**config.mk**
```make
export PLATFORM = sky130hd
export DESIGN_NAME = seg_scan_decoder_flat
export DESIGN_NICKNAME = d
export VERILOG_FILES = /design/src/rtl/seg_pkg.sv /design/src/rtl/seg_scan_decoder_if.sv /design/src/rtl/seg_pattern_decode.sv /design/src/rtl/seg_scan_decoder.sv /design/src/flat_wrapper.sv
export SDC_FILE = /design/constraint.sdc
export NUM_CORES = 1
export LEC_CHECK = 0
export ABC_AREA = 1
export CORE_AREA = 4 4 87 89
export DETAILED_ROUTE_END_ITERATION = 12
export DIE_AREA = 0 0 91 93
export PLACE_DENSITY = 0.74
export SETUP_SLACK_MARGIN = 0.3
export SYNTH_ARGS = -nofsm -noshare
export SYNTH_HDL_FRONTEND = slang
export SYNTH_HIERARCHICAL = 1
export SYNTH_SLANG_ARGS = --single-unit
```
**constraint.sdc**
```tcl
create_clock -name clk -period 2.8 [get_ports clk]
set_clock_uncertainty 0.2 [all_clocks]
set_input_delay 0.28 -clock clk [delete_from_list [all_inputs] [get_ports clk]]
set_output_delay 0.28 -clock clk [all_outputs]
set_load 0.05 [all_outputs]
```
**src/rtl/seg_pkg.sv**
```systemverilog
// Shared 7-segment pattern set, active-low, bit order a..g (MSB = a).
// Both the display driver and the scan decoder draw from these constants.
package seg_pkg;

  localparam int SEG_W = 7;

  localparam logic [SEG_W-1:0] SEG_0 = 7'b0000001;
  localparam logic [SEG_W-1:0] SEG_1 = 7'b1001111;
  localparam logic [SEG_W-1:0] SEG_2 = 7'b0010010;
  localparam logic [SEG_W-1:0] SEG_3 = 7'b0000110;
  localparam logic [SEG_W-1:0] SEG_4 = 7'b1001100;
  localparam logic [SEG_W-1:0] SEG_5 = 7'b0100100;
  localparam logic [SEG_W-1:0] SEG_6 = 7'b0100000;
  localparam logic [SEG_W-1:0] SEG_7 = 7'b0001111;
  localparam logic [SEG_W-1:0] SEG_8 = 7'b0000000;
  localparam logic [SEG_W-1:0] SEG_9 = 7'b0000100;
  localparam logic [SEG_W-1:0] SEG_A = 7'b0001000;
  localparam logic [SEG_W-1:0] SEG_B = 7'b1100000;
  localparam logic [SEG_W-1:0] SEG_C = 7'b0110001;
  localparam logic [SEG_W-1:0] SEG_D = 7'b1000010;
  localparam logic [SEG_W-1:0] SEG_E = 7'b0110000;
  localparam logic [SEG_W-1:0] SEG_F = 7'b0111000;

  localparam logic [SEG_W-1:0] SEG_BLANK = 7'b1111111;

endpackage

```
**src/rtl/seg_scan_decoder_if.sv**
```systemverilog
// Multiplexed display bus: active-low segment lines plus active-low anodes.
// master = display driver side, slave = scan decoder side.
interface seg_scan_decoder_if
  import seg_pkg::*;
#(
  parameter int NUM_DIGITS = 4
);

  logic [SEG_W-1:0]      seg_in;
  logic [NUM_DIGITS-1:0] an_in;

  modport master (
    output seg_in,
    output an_in
  );

  modport slave (
    input seg_in,
    input an_in
  );

endinterface

```
**src/rtl/seg_pattern_decode.sv**
```systemverilog
// Combinational 7-segment pattern to hex decode.
// Ports: seg (active-low a..g) -> hex, is_blank, is_illegal (hex=0 unless legal).
module seg_pattern_decode
  import seg_pkg::*;
(
  input  logic [SEG_W-1:0] seg,
  output logic [3:0]       hex,
  output logic             is_blank,
  output logic             is_illegal
);

  always_comb begin
    hex        = 4'h0;
    is_blank   = 1'b0;
    is_illegal = 1'b0;
    unique case (seg)
      SEG_0:     hex = 4'h0;
      SEG_1:     hex = 4'h1;
      SEG_2:     hex = 4'h2;
      SEG_3:     hex = 4'h3;
      SEG_4:     hex = 4'h4;
      SEG_5:     hex = 4'h5;
      SEG_6:     hex = 4'h6;
      SEG_7:     hex = 4'h7;
      SEG_8:     hex = 4'h8;
      SEG_9:     hex = 4'h9;
      SEG_A:     hex = 4'hA;
      SEG_B:     hex = 4'hB;
      SEG_C:     hex = 4'hC;
      SEG_D:     hex = 4'hD;
      SEG_E:     hex = 4'hE;
      SEG_F:     hex = 4'hF;
      SEG_BLANK: is_blank = 1'b1;
      default:   is_illegal = 1'b1;
    endcase
  end

endmodule

```
**src/rtl/seg_scan_decoder.sv**
```systemverilog
// Reads a multiplexed active-low 7-seg display back into a hex frame word.
// Ports: clk, rst_n (sync, active-low), bus (slave: seg_in, an_in),
//   value/blank/err (per-digit frame), frame_valid (pulse), an_err (sticky).
module seg_scan_decoder
  import seg_pkg::*;
#(
  parameter int NUM_DIGITS    = 4,
  parameter int STABLE_CYCLES = 4
) (
  input  logic                    clk,
  input  logic                    rst_n,
  seg_scan_decoder_if.slave       bus,
  output logic [4*NUM_DIGITS-1:0] value,
  output logic [NUM_DIGITS-1:0]   blank,
  output logic [NUM_DIGITS-1:0]   err,
  output logic                    frame_valid,
  output logic                    an_err
);

  localparam int IN_W = SEG_W + NUM_DIGITS;
  localparam int CW   = $clog2(STABLE_CYCLES + 1);
  localparam logic [CW-1:0] CNT_MAX = CW'(STABLE_CYCLES);

  logic [IN_W-1:0]         cur;
  logic [IN_W-1:0]         prev;
  logic [CW-1:0]           cnt;
  logic                    sampled;
  logic                    match;
  logic                    stable;
  logic                    onehot;
  logic                    sample;
  logic [NUM_DIGITS-1:0]   lows;

  logic [3:0]              dec_hex;
  logic                    dec_blank;
  logic                    dec_ill;

  logic [4*NUM_DIGITS-1:0] sh_val;
  logic [NUM_DIGITS-1:0]   sh_blank;
  logic [NUM_DIGITS-1:0]   sh_err;
  logic [NUM_DIGITS-1:0]   mask;

  logic [4*NUM_DIGITS-1:0] val_n;
  logic [NUM_DIGITS-1:0]   blank_n;
  logic [NUM_DIGITS-1:0]   err_n;
  logic [NUM_DIGITS-1:0]   mask_n;
  logic                    done;

  assign cur    = {bus.seg_in, bus.an_in};
  assign lows   = ~bus.an_in;
  assign match  = (cur == prev);
  assign stable = match && (cnt == CNT_MAX);
  assign onehot = $onehot(lows);
  assign sample = stable && !sampled && onehot;

  seg_pattern_decode u_dec (
    .seg        (bus.seg_in),
    .hex        (dec_hex),
    .is_blank   (dec_blank),
    .is_illegal (dec_ill)
  );

  // Merge the current sample into the shadow view. The frame is
  // committed on the same edge that writes its last digit, so the
  // output registers take the merged view rather than the old shadow.
  always_comb begin
    val_n   = sh_val;
    blank_n = sh_blank;
    err_n   = sh_err;
    mask_n  = mask;
    for (int i = 0; i < NUM_DIGITS; i++) begin
      if (sample && lows[i]) begin
        val_n[4*i +: 4] = dec_hex;
        blank_n[i]      = dec_blank;
        err_n[i]        = dec_ill;
        mask_n[i]       = 1'b1;
      end
    end
    done = &mask_n;
  end

  always_ff @(posedge clk) begin
    if (!rst_n) begin
      prev        <= '1;
      cnt         <= '0;
      sampled     <= 1'b0;
      sh_val      <= '0;
      sh_blank    <= '0;
      sh_err      <= '0;
      mask        <= '0;
      value       <= '0;
      blank       <= '0;
      err         <= '0;
      frame_valid <= 1'b0;
      an_err      <= 1'b0;
    end else begin
      prev <= cur;

      if (!match) begin
        cnt     <= '0;
        sampled <= 1'b0;
      end else begin
        if (cnt != CNT_MAX)
          cnt <= cnt + 1'b1;
        if (sample)
          sampled <= 1'b1;
      end

      if (stable && !onehot)
        an_err <= 1'b1;

      sh_val      <= val_n;
      sh_blank    <= blank_n;
      sh_err      <= err_n;
      frame_valid <= done;

      if (done) begin
        value <= val_n;
        blank <= blank_n;
        err   <= err_n;
        mask  <= '0;
      end else begin
        mask  <= mask_n;
      end
    end
  end

endmodule

```
**src/flat_wrapper.sv**
```systemverilog
// flat-port wrapper written by rule: the top's interface ports become plain ports
module seg_scan_decoder_flat import seg_pkg::*;
#(
  parameter int NUM_DIGITS    = 4,
  parameter int STABLE_CYCLES = 4
)
  (clk, rst_n, value, blank, err, frame_valid, an_err, bus_seg_in, bus_an_in);
  seg_scan_decoder_if #(.NUM_DIGITS(NUM_DIGITS)) bus_i ();
  input  logic clk;
  input  logic rst_n;
  output logic [4*NUM_DIGITS-1:0] value;
  output logic [NUM_DIGITS-1:0] blank;
  output logic [NUM_DIGITS-1:0] err;
  output logic frame_valid;
  output logic an_err;
  input wire logic [$bits(bus_i.seg_in)-1:0] bus_seg_in;
  input wire logic [$bits(bus_i.an_in)-1:0] bus_an_in;
  assign bus_i.seg_in = bus_seg_in;
  assign bus_i.an_in = bus_an_in;
  seg_scan_decoder #(.NUM_DIGITS(NUM_DIGITS), .STABLE_CYCLES(STABLE_CYCLES)) u_core (.clk(clk), .rst_n(rst_n), .bus(bus_i), .value(value), .blank(blank), .err(err), .frame_valid(frame_valid), .an_err(an_err));
endmodule
```
==> metrics.md <==
| Metric | Value |
|---|---|
| Run status | finished, final reports clean |
| Synth area leader | dfxtp_1 |
| Worst Hold Launch | bus_an_in[1] |
| GRT Residual Overflow | 0 |
| Total Power | 2.03 mW |
| Hold path cells | 4 |
| Place WS | -0.540 ns |
| #FFs+latches synth | 69 |
| Hold Fails Final Rpt | 0 |
| WL/cell | 13.8 um |
| Initial antenna violation count | 0 |
| Rows | 30 |
| Die Area | 8460 um2 |
| Yosys cell types | 31 |
| Share of cells above drive strength 1 | 0.331 |
| Netlist Area Pre-Place | 3340 um2 |
| Root Driver | clkbuf_8 |
| Routed vias | 3055 |
| Overall routed net length | 8.38 mm |
| PD cells | 433 nW/um2 |
| Synth top area share | 0.414 |
| Vias in the first global route | 2891 |
| Count of max-cap constraint violations | 0 |
| Critical path class | input port to register |
| CTS tree | built |
| Worst setup EP type | register |
| Clock Path Buffers | 2 |
| Post-synth EDFFs | 0 |
| Top FF cell, synth | dfxtp_1 |
| Placed cells | 575 |
| Fin crit period | 2.69 ns |
| Final setup viols | 0 |
| Cell count after synthesis | 451 |
| Vias per cell | 5.02 |
| P_leak | 2.09 nW |
| Post-DRT Antenna Nets | 0 |
| Crit path max fanout | 5 |
| Final worst-path setup slack | 0.106 ns |
| Hold Crit Endpoint | u_core/prev[1]$_SDFF_PN1_ |
| GRT Total Usage | 0.191 |
| Hold Buf Count CTS | 0 |
| Worst Setup SP | bus_an_in[0] |
| R2R Setup Slk | 0.46 ns |
| Ys Warns | 6 |
| Async SR Flop Fraction | 0 |
| Top cells by area, synth | dfxtp_1 (41%), nand2_1 (12%), inv_1 (7.3%), nand3_2 (6.6%), nand3_1 (5.1%) |
| CTS H-Tree Depth | 3 |
| R2R depth | 13 |
| Final Max Tran Viols | 0 |
| Setup TNS | 0 ns |
| Largest net degree at the start of global routing | 34 |
| RR Endpoint | u_core/value[4]$_SDFFE_PN0P_ |
| Worst EP required | 2.89 ns |
| Slew @ Worst Pin | 0.523 ns |
| RSZ-0062 raised after global routing | true |
| Min-delay worst type | input port to register |
| DR DRC count | 0 |
| Fin crit share | 0.962 |
| Placed wire-length estimate | 5.15 mm |
| Syn-to-layout area delta | 40.6% |
| Syn nets | 469 |
| Ant. Diodes | 0 |
| TritonCTS Buffers | 9 |
| Peak VDD IR | 0.000268 V |
| Top cells by count, synth | nand2_1 (106), dfxtp_1 (69), inv_1 (65) |
| Starting DRT DRC Count | 138 |
| Port Buffers | 38 |
| Ports | 39 |
| Max Fclk | 371 MHz |
| Die Ht | 93 um |
| Rel. slew slack | 0.651 |
| Clock transition at path regs | 0.08 ns |
| Effective utilization at floorplan | 0.494 |
| Startpoint class of the critical path | input port |
| Critical Path AT | 2.79 ns |
| Die width | 91 um |
| Seq/Total Area, Yosys | 0.414 |
| Final net count | 542 |
| Post-Layout Cell Count | 609 |
| First-pass GRT wire length | 13.0 mm |
| Worst R2R Start | u_core/cnt[0]$_SDFFE_PN0P_ |
| WHS | 0.0735 ns |
| Placeable core region | 6760 um2 |
| Mapped Avg Cell Area | 7.40 um2 |
| RD Place Congestion | 0.895 |
| DR pass1 iterations | 4 |
| Clock sink total | 69 |
| Worst-Skew Late Latency | 0.35 ns |
| Count leader, synth | nand2_1 |
==> layout by cell type (no fill, tap or decap), drive strengths merged, types with 2 or more instances in the layout <==
master / instances
xor2: 5
clkinvlp: 3
inv: 78
nor3: 4
a21oi: 6
clkdlybuf4s50: 34
nand2: 118
nand4: 9
dfxtp: 69
or2: 3
nand3: 56
buf: 44
o21ai: 25
clkinv: 2
clkbuf: 11
nor2: 54
ha: 4
==> state kept, by name, indices dropped and copies added, names as in the netlist <==
signal              cells
u_core/an_err           1
u_core/blank            4
u_core/cnt              3
u_core/err              4
u_core/frame_valid      1
u_core/mask             4
u_core/prev            11
u_core/sampled          1
u_core/sh_blank         4
u_core/sh_err           4
u_core/sh_val          16
u_core/value           16
==> cells by family (layout without fill, tap and decap cells) <==
group / count (synthesis) / in the layout / share of synthesized area
and+or+nand+nor: 244 / 244 / 0.380
buffers and inverters: 95 / 173 / 0.121
DFF: 69 / 69 / 0.414
AOI/OAI and AO/OA: 32 / 32 / 0.0487
xor gates and xnor gates: 6 / 6 / 0.0157
adders and majority gates: 5 / 5 / 0.0210
==> power breakdown <==
part / internal [mW] / leakage [nW] / switching [mW]
Clock: 0.440 / 0.0951 / 0.398
Combinational: 0.0823 / 1.43 / 0.118
Sequential: 0.989 / 0.559 / 0.00360
==> worst max-delay path: stages <==
cell and delay (ns):
buf_8 0.10, fa_1 0.55, inv_2 0.05, ha_4 0.15
ha_4 0.21, nor3_4 0.14, inv_2 0.06, nor2_4 0.21
nand4_4 0.16, nand2_4 0.13, nand2_4 0.07, buf_12 0.13
nor2_8 0.12, buf_12 0.13, clkbuf_16 0.14, nand3_2 0.06
nand2_1 0.08
==> stage by stage <==
stage | utilization | cell area, um2
after floorplan | - | 3410
after global placement | 0.590 | 3990
after detailed placement | 0.590 | 3990
after CTS | 0.659 | 4450
after global routing | 0.695 | 4690
final | 0.695 | 4690
==> layer usage <==
layer,up-vias,routed length [um],GRT usage
met4,0,153,0.0779
li1,1539,-,-
met5,-,0,0
met2,80,4390,0.345
met1,1420,3490,0.218
met3,16,342,0.0418
==> cell type report <==
class | count | area [um2]
well taps | 80 | 100
clock inverters | 6 | 70.1
clock buffers | 10 | 138
repair buffers | 79 | 845
flip-flops and latches | 69 | 1380
fillers | 517 | 2060
multi-input cells | 287 | 1870
inverters | 78 | 293
==> repair_timing <==
action / CTS / global route
buffers inserted: 13 / 2
cloned: 2 / 1
setup endpoints to repair: 53 / 47
pin swaps: 18 / 16
resized for setup: 37 / 44
endpoints found under the hold margin: 0 / 0
==> how the worst max path moves through the flow <==
stage,to,slack [ns],cells past startpoint
after floorplan,u_core/value[4]$_SDFFE_PN0P_,0.09,15
after global placement,u_core/err[3]$_SDFFE_PN0P_,-0.45,16
after detailed placement,u_core/err[1]$_SDFFE_PN0P_,-0.54,16
after CTS,u_core/err[0]$_SDFFE_PN0P_,0.22,17
after global routing,u_core/value[4]$_SDFFE_PN0P_,0.02,17
final,u_core/value[4]$_SDFFE_PN0P_,0.11,17
(Power assumes the default switching activity.)
